===== src/rtl/sap1_pkg.sv =====
// ============================================================================
// Module      : sap1_pkg
// Description : SAP-1 opcodes, control-bit positions and named control words.
// Revision    : 1.0
// ============================================================================
`default_nettype none

package sap1_pkg;

    localparam logic [3:0] OP_LDA = 4'b0000;
    localparam logic [3:0] OP_ADD = 4'b0001;
    localparam logic [3:0] OP_SUB = 4'b0010;
    localparam logic [3:0] OP_OUT = 4'b1110;
    localparam logic [3:0] OP_HLT = 4'b1111;

    localparam int CP   = 11;
    localparam int EP   = 10;
    localparam int LM_N = 9;
    localparam int CE_N = 8;
    localparam int LI_N = 7;
    localparam int EI_N = 6;
    localparam int LA_N = 5;
    localparam int EA   = 4;
    localparam int SU   = 3;
    localparam int EU   = 2;
    localparam int LB_N = 1;
    localparam int LO_N = 0;

    localparam int NUM_T = 6;

    typedef enum logic [NUM_T-1:0] {
        T1 = 6'b000001,
        T2 = 6'b000010,
        T3 = 6'b000100,
        T4 = 6'b001000,
        T5 = 6'b010000,
        T6 = 6'b100000
    } t_state_e;

    function automatic logic [11:0] bit_mask(input int idx);
        return 12'd1 << idx;
    endfunction

    // Every word is the idle word with the asserted signals toggled, so
    // active-low and active-high bits are handled uniformly.
    localparam logic [11:0] CW_IDLE   = 12'h3E3;
    localparam logic [11:0] CW_T1     = CW_IDLE ^ bit_mask(EP) ^ bit_mask(LM_N);
    localparam logic [11:0] CW_T2     = CW_IDLE ^ bit_mask(CP);
    localparam logic [11:0] CW_T3     = CW_IDLE ^ bit_mask(CE_N) ^ bit_mask(LI_N);
    localparam logic [11:0] CW_ADDR   = CW_IDLE ^ bit_mask(EI_N) ^ bit_mask(LM_N);
    localparam logic [11:0] CW_LDA_T5 = CW_IDLE ^ bit_mask(CE_N) ^ bit_mask(LA_N);
    localparam logic [11:0] CW_ADD_T5 = CW_IDLE ^ bit_mask(CE_N) ^ bit_mask(LB_N);
    localparam logic [11:0] CW_ADD_T6 = CW_IDLE ^ bit_mask(LA_N) ^ bit_mask(EU);
    localparam logic [11:0] CW_SUB_T6 = CW_ADD_T6 ^ bit_mask(SU);
    localparam logic [11:0] CW_OUT_T4 = CW_IDLE ^ bit_mask(EA) ^ bit_mask(LO_N);

    function automatic logic is_one_hot(input logic [NUM_T-1:0] v);
        return (v != '0) && ((v & (v - 1'b1)) == '0);
    endfunction

endpackage

`default_nettype wire


===== src/rtl/ring_counter.sv =====
// ============================================================================
// Module      : ring_counter
// Description : Six-state one-hot T-state ring with hold and self-recovery.
// Revision    : 1.0
// ============================================================================
`default_nettype none

module ring_counter
    import sap1_pkg::*;
(
    input  logic             clk,
    input  logic             clr,
    input  logic             hold,
    output logic [NUM_T-1:0] state
);

    // Recovery outranks hold so a corrupted ring cannot stay frozen.
    always_ff @(posedge clk or posedge clr) begin
        if (clr) begin
            state <= T1;
        end else if (!is_one_hot(state)) begin
            state <= T1;
        end else if (!hold) begin
            state <= {state[NUM_T-2:0], state[NUM_T-1]};
        end
    end

endmodule

`default_nettype wire


===== src/rtl/controller_sequencer.sv =====
// ============================================================================
// Module      : controller_sequencer
// Description : SAP-1 control-word decode from T-state and opcode, plus halt.
// Revision    : 1.0
// ============================================================================
`default_nettype none

module controller_sequencer
    import sap1_pkg::*;
(
    input  logic        clk,
    input  logic        clr,
    input  logic [3:0]  seq,
    output logic [11:0] con,
    output logic [5:0]  t_state,
    output logic        hlt
);

    logic halted;
    logic hlt_now;

    assign hlt_now = (t_state == T4) && (seq == OP_HLT);

    ring_counter u_ring (
        .clk   (clk),
        .clr   (clr),
        .hold  (halted | hlt_now),
        .state (t_state)
    );

    always_ff @(posedge clk or posedge clr) begin
        if (clr) begin
            halted <= 1'b0;
        end else if (hlt_now) begin
            halted <= 1'b1;
        end
    end

    // hlt rises combinationally on T4 entry; the flag keeps it up afterwards.
    assign hlt = !clr && (halted || hlt_now);

    always_comb begin
        con = CW_IDLE;
        if (!clr) begin
            case (t_state)
                T1: con = CW_T1;
                T2: con = CW_T2;
                T3: con = CW_T3;
                T4: begin
                    case (seq)
                        OP_LDA, OP_ADD, OP_SUB: con = CW_ADDR;
                        OP_OUT:                 con = CW_OUT_T4;
                        default:                con = CW_IDLE;
                    endcase
                end
                T5: begin
                    case (seq)
                        OP_LDA:         con = CW_LDA_T5;
                        OP_ADD, OP_SUB: con = CW_ADD_T5;
                        default:        con = CW_IDLE;
                    endcase
                end
                T6: begin
                    case (seq)
                        OP_ADD:  con = CW_ADD_T6;
                        OP_SUB:  con = CW_SUB_T6;
                        default: con = CW_IDLE;
                    endcase
                end
                default: con = CW_IDLE;
            endcase
        end
    end

endmodule

`default_nettype wire

===== config.mk =====
export PLATFORM = sky130hd
export DESIGN_NAME = controller_sequencer
export DESIGN_NICKNAME = d
export VERILOG_FILES = /design/src/rtl/sap1_pkg.sv /design/src/rtl/ring_counter.sv /design/src/rtl/controller_sequencer.sv
export SDC_FILE = /design/constraint.sdc
export NUM_CORES = 1
export LEC_CHECK = 0
export CAP_MARGIN = 10
export CORE_MARGIN = 1
export CORE_UTILIZATION = 39
export DETAILED_ROUTE_END_ITERATION = 8
export PLACE_DENSITY_LB_ADDON = 0.1
export SLEW_MARGIN = 20
export SYNTH_ARGS = -nofsm -noshare
export SYNTH_HDL_FRONTEND = slang
export SYNTH_SLANG_ARGS = --single-unit

===== constraint.sdc =====
create_clock -name clk -period 1.72 [get_ports clk]
set_input_delay 0.172 -clock clk [delete_from_list [all_inputs] [get_ports clk]]
set_output_delay 0.172 -clock clk [all_outputs]
set_load 0.01 [all_outputs]

; Word-level counts from Yosys, hierarchy flattened
; Index checks and enable logic that the tools add are counted.
; Widths: inputs -> output; s select.
[totals]
register_bits = 7
out_inout_bits = 19
word_cells = 33
[op_classes]
n_reduce_logical = 10
bitwise = 2
eq_ne = 11
mux = 7
add_sub_neg = 1
[ops]
columns = op, count
row1 = $pmux 12 s6, 1
row2 = $pmux 10 s2, 1
row3 = $pmux 9 s2, 1
row4 = $mux 12, 1
row5 = $mux 6, 2
row6 = $pmux 6 s2, 1
row7 = $eq 4x4->1 const B, 2
row8 = $and 6x6->6, 1
row9 = $eq 6x1->1 const B, 1
row10 = $eq 6x2->1 const B, 1
row11 = $eq 6x3->1 const B, 1
row12 = $eq 6x4->1 const B, 1
row13 = $eq 6x5->1 const B, 1
row14 = $eq 6x6->1 const B, 1
row15 = $logic_not 6->1, 1
row16 = $reduce_bool 6->1, 1
row17 = $sub 6x1->6 const B, 1
row18 = $eq 4x1->1 const B, 1
row19 = $eq 4x2->1 const B, 1
row20 = $logic_not 4->1, 1
row21 = $logic_and 1x1->1, 3
row22 = $reduce_or 3->1, 1
row23 = $ne 2x2->1 const B, 1
row24 = $reduce_or 2->1, 1
row25 = 3 further kinds, 3

; Logic depth before layout (Yosys ltp)
[depth]
ltp_word = 5
ltp_mapped = 6
ltp_nobuf = 5

; Modules after synthesis
; A second synthesis with hierarchy kept.
[unflattened]
hier_cells = 76
area_unflattened_um2 = 631.9
[modules_own_cells]
columns = module, seq_area_each_um2, area_per_inst_um2, cells_each, instances
row1 = ring_counter, 151.4, 334.1, 34, 1
row2 = controller_sequencer, 25.0, 297.8, 42, 1

; Worst setup path before layout
; Ideal clock, no wire load.
[synth_timing]
path_kind = register to output
startpoint = register u_ring.state[0]
endpoint = output port con[9]
t_required_ns = 1.548
setup_slack_ns = -0.188
path_stages_with_launch = 7
arrival_ns = 1.736
path_cell_list = dfstp_2 -> buf_4 -> xor2_1 -> o2111ai_1 -> and3_1 -> buf_6 -> or4_4
[synth_between]
elab_chain_cells = 3
[synth_rtl]
columns = element, line
row1 = from (decl), ring_counter.sv:14  ; output logic [NUM_T-1:0] state
row2 = from (signal assigned), ring_counter.sv:24  ; state <= {state[NUM_T-2:0], state[NUM_T-1]};
row3 = "$eq 6x6->1, or another cell as far along", controller_sequencer.sv:45  ; case (t_state)
row4 = $pmux 12 s6 (*), controller_sequencer.sv:45
row5 = $mux 12 (*), controller_sequencer.sv:44  ; if (!clr) begin
row6 = to (decl), controller_sequencer.sv:14  ; output logic [11:0] con,
; Mark *: on every way between the ends. The rest lies on a longest branch, timed or not.

; Worst setup path after layout
; Ends and elaborated chain as after synthesis.

==> flow_metrics.py <==
metrics = {
    "critical_path": {
        "r2r_end": "u_ring.state[0]",
        "crit_type": "reg -> out",
        "worstPathMaxFanout": 3,
        "worst_ep_arrival_time_ns": 1.96,
        "r2r_slack_ns": -0.02,
        "r2r_cells": 10,
        "rr_startpoint": "u_ring.state[0]",
        "critPathRequiredTime_ns": 1.55,
        "end_kind": "output port",
        "crit_path_start_kind": "flip-flop",
    },
    "cts": {
        "clk_latency_ns": 0.26,
        "numCtsBuffers": 3,
        "tritoncts": "built",
        "clock_sinks": 7,
        "path_clk_slew_ns": 0.06,
        "htree_levels": 1,
        "clockBufferDepth": 2,
        "root_buffer": "clkbuf_4",
    },
    "synthesis": {
        "syn-instance-count": 85,
        "synth_area_per_cell_sq_um": 7.98,
        "synth-seq-area-share_pct": 26.0,
        "netlist_area_sq_um": 678,
        "synth_edf_count": 0,
        "async_flop_share_pct": 100,
        "synth_ff_type": "dfrtp_1",
        "synth_seq_cells": 7,
        "synth_nets": 91,
        "synth.distinct_cells": 38,
        "synth_warnings": 0,
    },
    "route": {
        "drtAntennaViolNets": 0,
        "wl_per_cell_um": 15.6,
        "drc": 2,
        "drt-initial-drc-count": 18,
        "routed_wl_um": 2540,
        "num_vias": 912,
        "viasPerCell": 5.60,
        "dr.pass1.iters": 6,
    },
    "cells_and_area": {
        "diodes": 0,
        "syn_to_final_growth_pct": 98.5,
        "fin_nets": 154,
        "final_util_pct": 86.4,
        "final_cell_mix": "buf_4, buf_2, clkdlybuf4s50_1, buf_6, nor2_1",
        "drive_gt1_share_pct": 59.9,
        "final_common_cell": "buf_4",
        "final_cells": 163,
    },
    "global_route": {
        "grt_pass1_wl_um": 3690,
        "grt_pass1_vias": 857,
        "grtUsageTotal_pct": 25.6,
        "grt_max_degree": 9,
        "gr-total-overflow": 0,
        "grt_antenna_before_repair": 0,
    },
    "status": {
        "violations": "design-rule violations, negative setup slack",
        "status": "complete, but fails checks",
    },
    "floorplanning": {
        "std_cell_rows": 14,
        "dieArea_sq_um": 1910,
        "ios": 25,
        "core_sq_um": 1560,
        "die_h_um": 43.7,
        "start_util_pct": 43.5,
        "chipWidth_um": 43.7,
    },
    "timing": {
        "finClkSkew_ns": 0.00391,
        "setup-violations-final": 14,
        "maxSlewViolCount": 0,
        "worst_pin_slew_ns": 0.439,
        "period_share_pct": 124,
        "period_minus_slack_ns": 2.13,
        "final_hold_viol_count": 0,
        "fin_ws_ns": -0.408,
        "rsz0062_at_grt": "yes",
        "relSlewSlack_pct": 70.6,
        "fmax_mhz": 470,
    },
    "placement": {
        "dpl.cell_count": 149,
        "gp_congestion": 0.770,
        "hpwl_um": 1600,
        "io_buffers": 24,
        "dp_slack_ns": -0.521,
    },
    "power_and_ir_drop": {
        "power_density_nw_per_um2": 1920,
        "vdd_drop_max_v": 0.00127,
        "leakage_nw": 0.590,
    },
    "run": {
        "drv_cap": 0,
    },
    "min_path": {
        "hold_class": "in -> async",
    },
}
==> where the power goes <==
group	internal (mW)	switching, mW	total (mW)
Clock	0.0889	0.0664	0.155
Sequential	0.241	0.141	0.383
Combinational	1.19	0.850	2.04
==> worst max-delay path by stage <==
stage / endpoint / from / slack [ns]
CTS: con[9] / u_ring.state[0] / -0.45
global route: con[9] / u_ring.state[4] / -0.50
detailed placement: con[9] / u_ring.state[0] / -0.52
floorplan: con[9] / u_ring.state[0] / -0.17
finish: con[9] / u_ring.state[0] / -0.41
global placement: con[9] / seq[3] / -0.49
==> metal layers <==
layer / global-route usage [%] / wire length, um / vias to the layer above
met2: 43.6 / 1300 / 35
met5: 0 / 0 / -
met3: 2.08 / 131 / 7
met4: 12.5 / 70 / 0
met1: 32.4 / 1030 / 441
li1: - / - / 429
==> cell families (layout without fill, tap and decap cells) <==
group                     count (synthesis)  in the layout  share of synthesized area, %
AOI/OAI and AO/OA                        18             18                          18.3
xor gates and xnor gates                  4              4                          5.17
buffers and inverters                    11             73                          9.96
DFF                                       7              7                          26.0
muxes                                     4              4                          5.90
and+or+nand+nor                          41             41                          34.7
==> Yosys cell counts, drive strengths merged, types with 3 or more instances <==
cell type  count  share of area (%)
buf            7                7.7
o21ai          5                3.7
nor3           3                3.0
nor2          11                6.1
mux2i          4                5.9
nor3b          3                4.1
xor2           3                3.9
inv            3                1.7
dfrtp          6                 22
o2111ai        3                3.9
and2           4                3.7
nand2          7                3.9
==> cell type report <==
class	instances	area (sq um)
fillers	80	213
flip-flops and latches	7	180
repair buffers	66	544
multi-input cells	67	564
inverters	3	11.3
clock buffers	4	26.3
well taps	16	20.0
==> sequential cells by signal, indices dropped and copies added, names as in the netlist <==
register	count
halted	1
u_ring.state	6
==> worst max-delay path: stages (launching register included) <==
cell       delay, ns
dfstp_2         0.58
xor2_2          0.16
o2111ai_2       0.14
and3_4          0.21
or4_4           0.48
buf_6           0.14
==> timing repair <==
action,in CTS,in global routing
resized for setup,69,25
pin swaps,12,10
setup endpoints to repair,14,16
buffers inserted,4,7
hold buffers,0,0
==> per-stage QoR <==
step           power, mW  setup TNS, ns  hold slack [ns]  area, sq um
5_1_grt             2.72          -4.64            0.624         1350
2_1_floorplan       1.10         -0.284          -0.0253          682
3_3_place_gp        1.77          -4.57            0.648         1130
6_report            2.58          -3.48            0.596         1350
4_1_cts             2.15          -3.47            0.527         1210
3_5_place_dp        1.81          -5.41            0.649         1130
No activity file was read; power rests on OpenSTA's default activity.
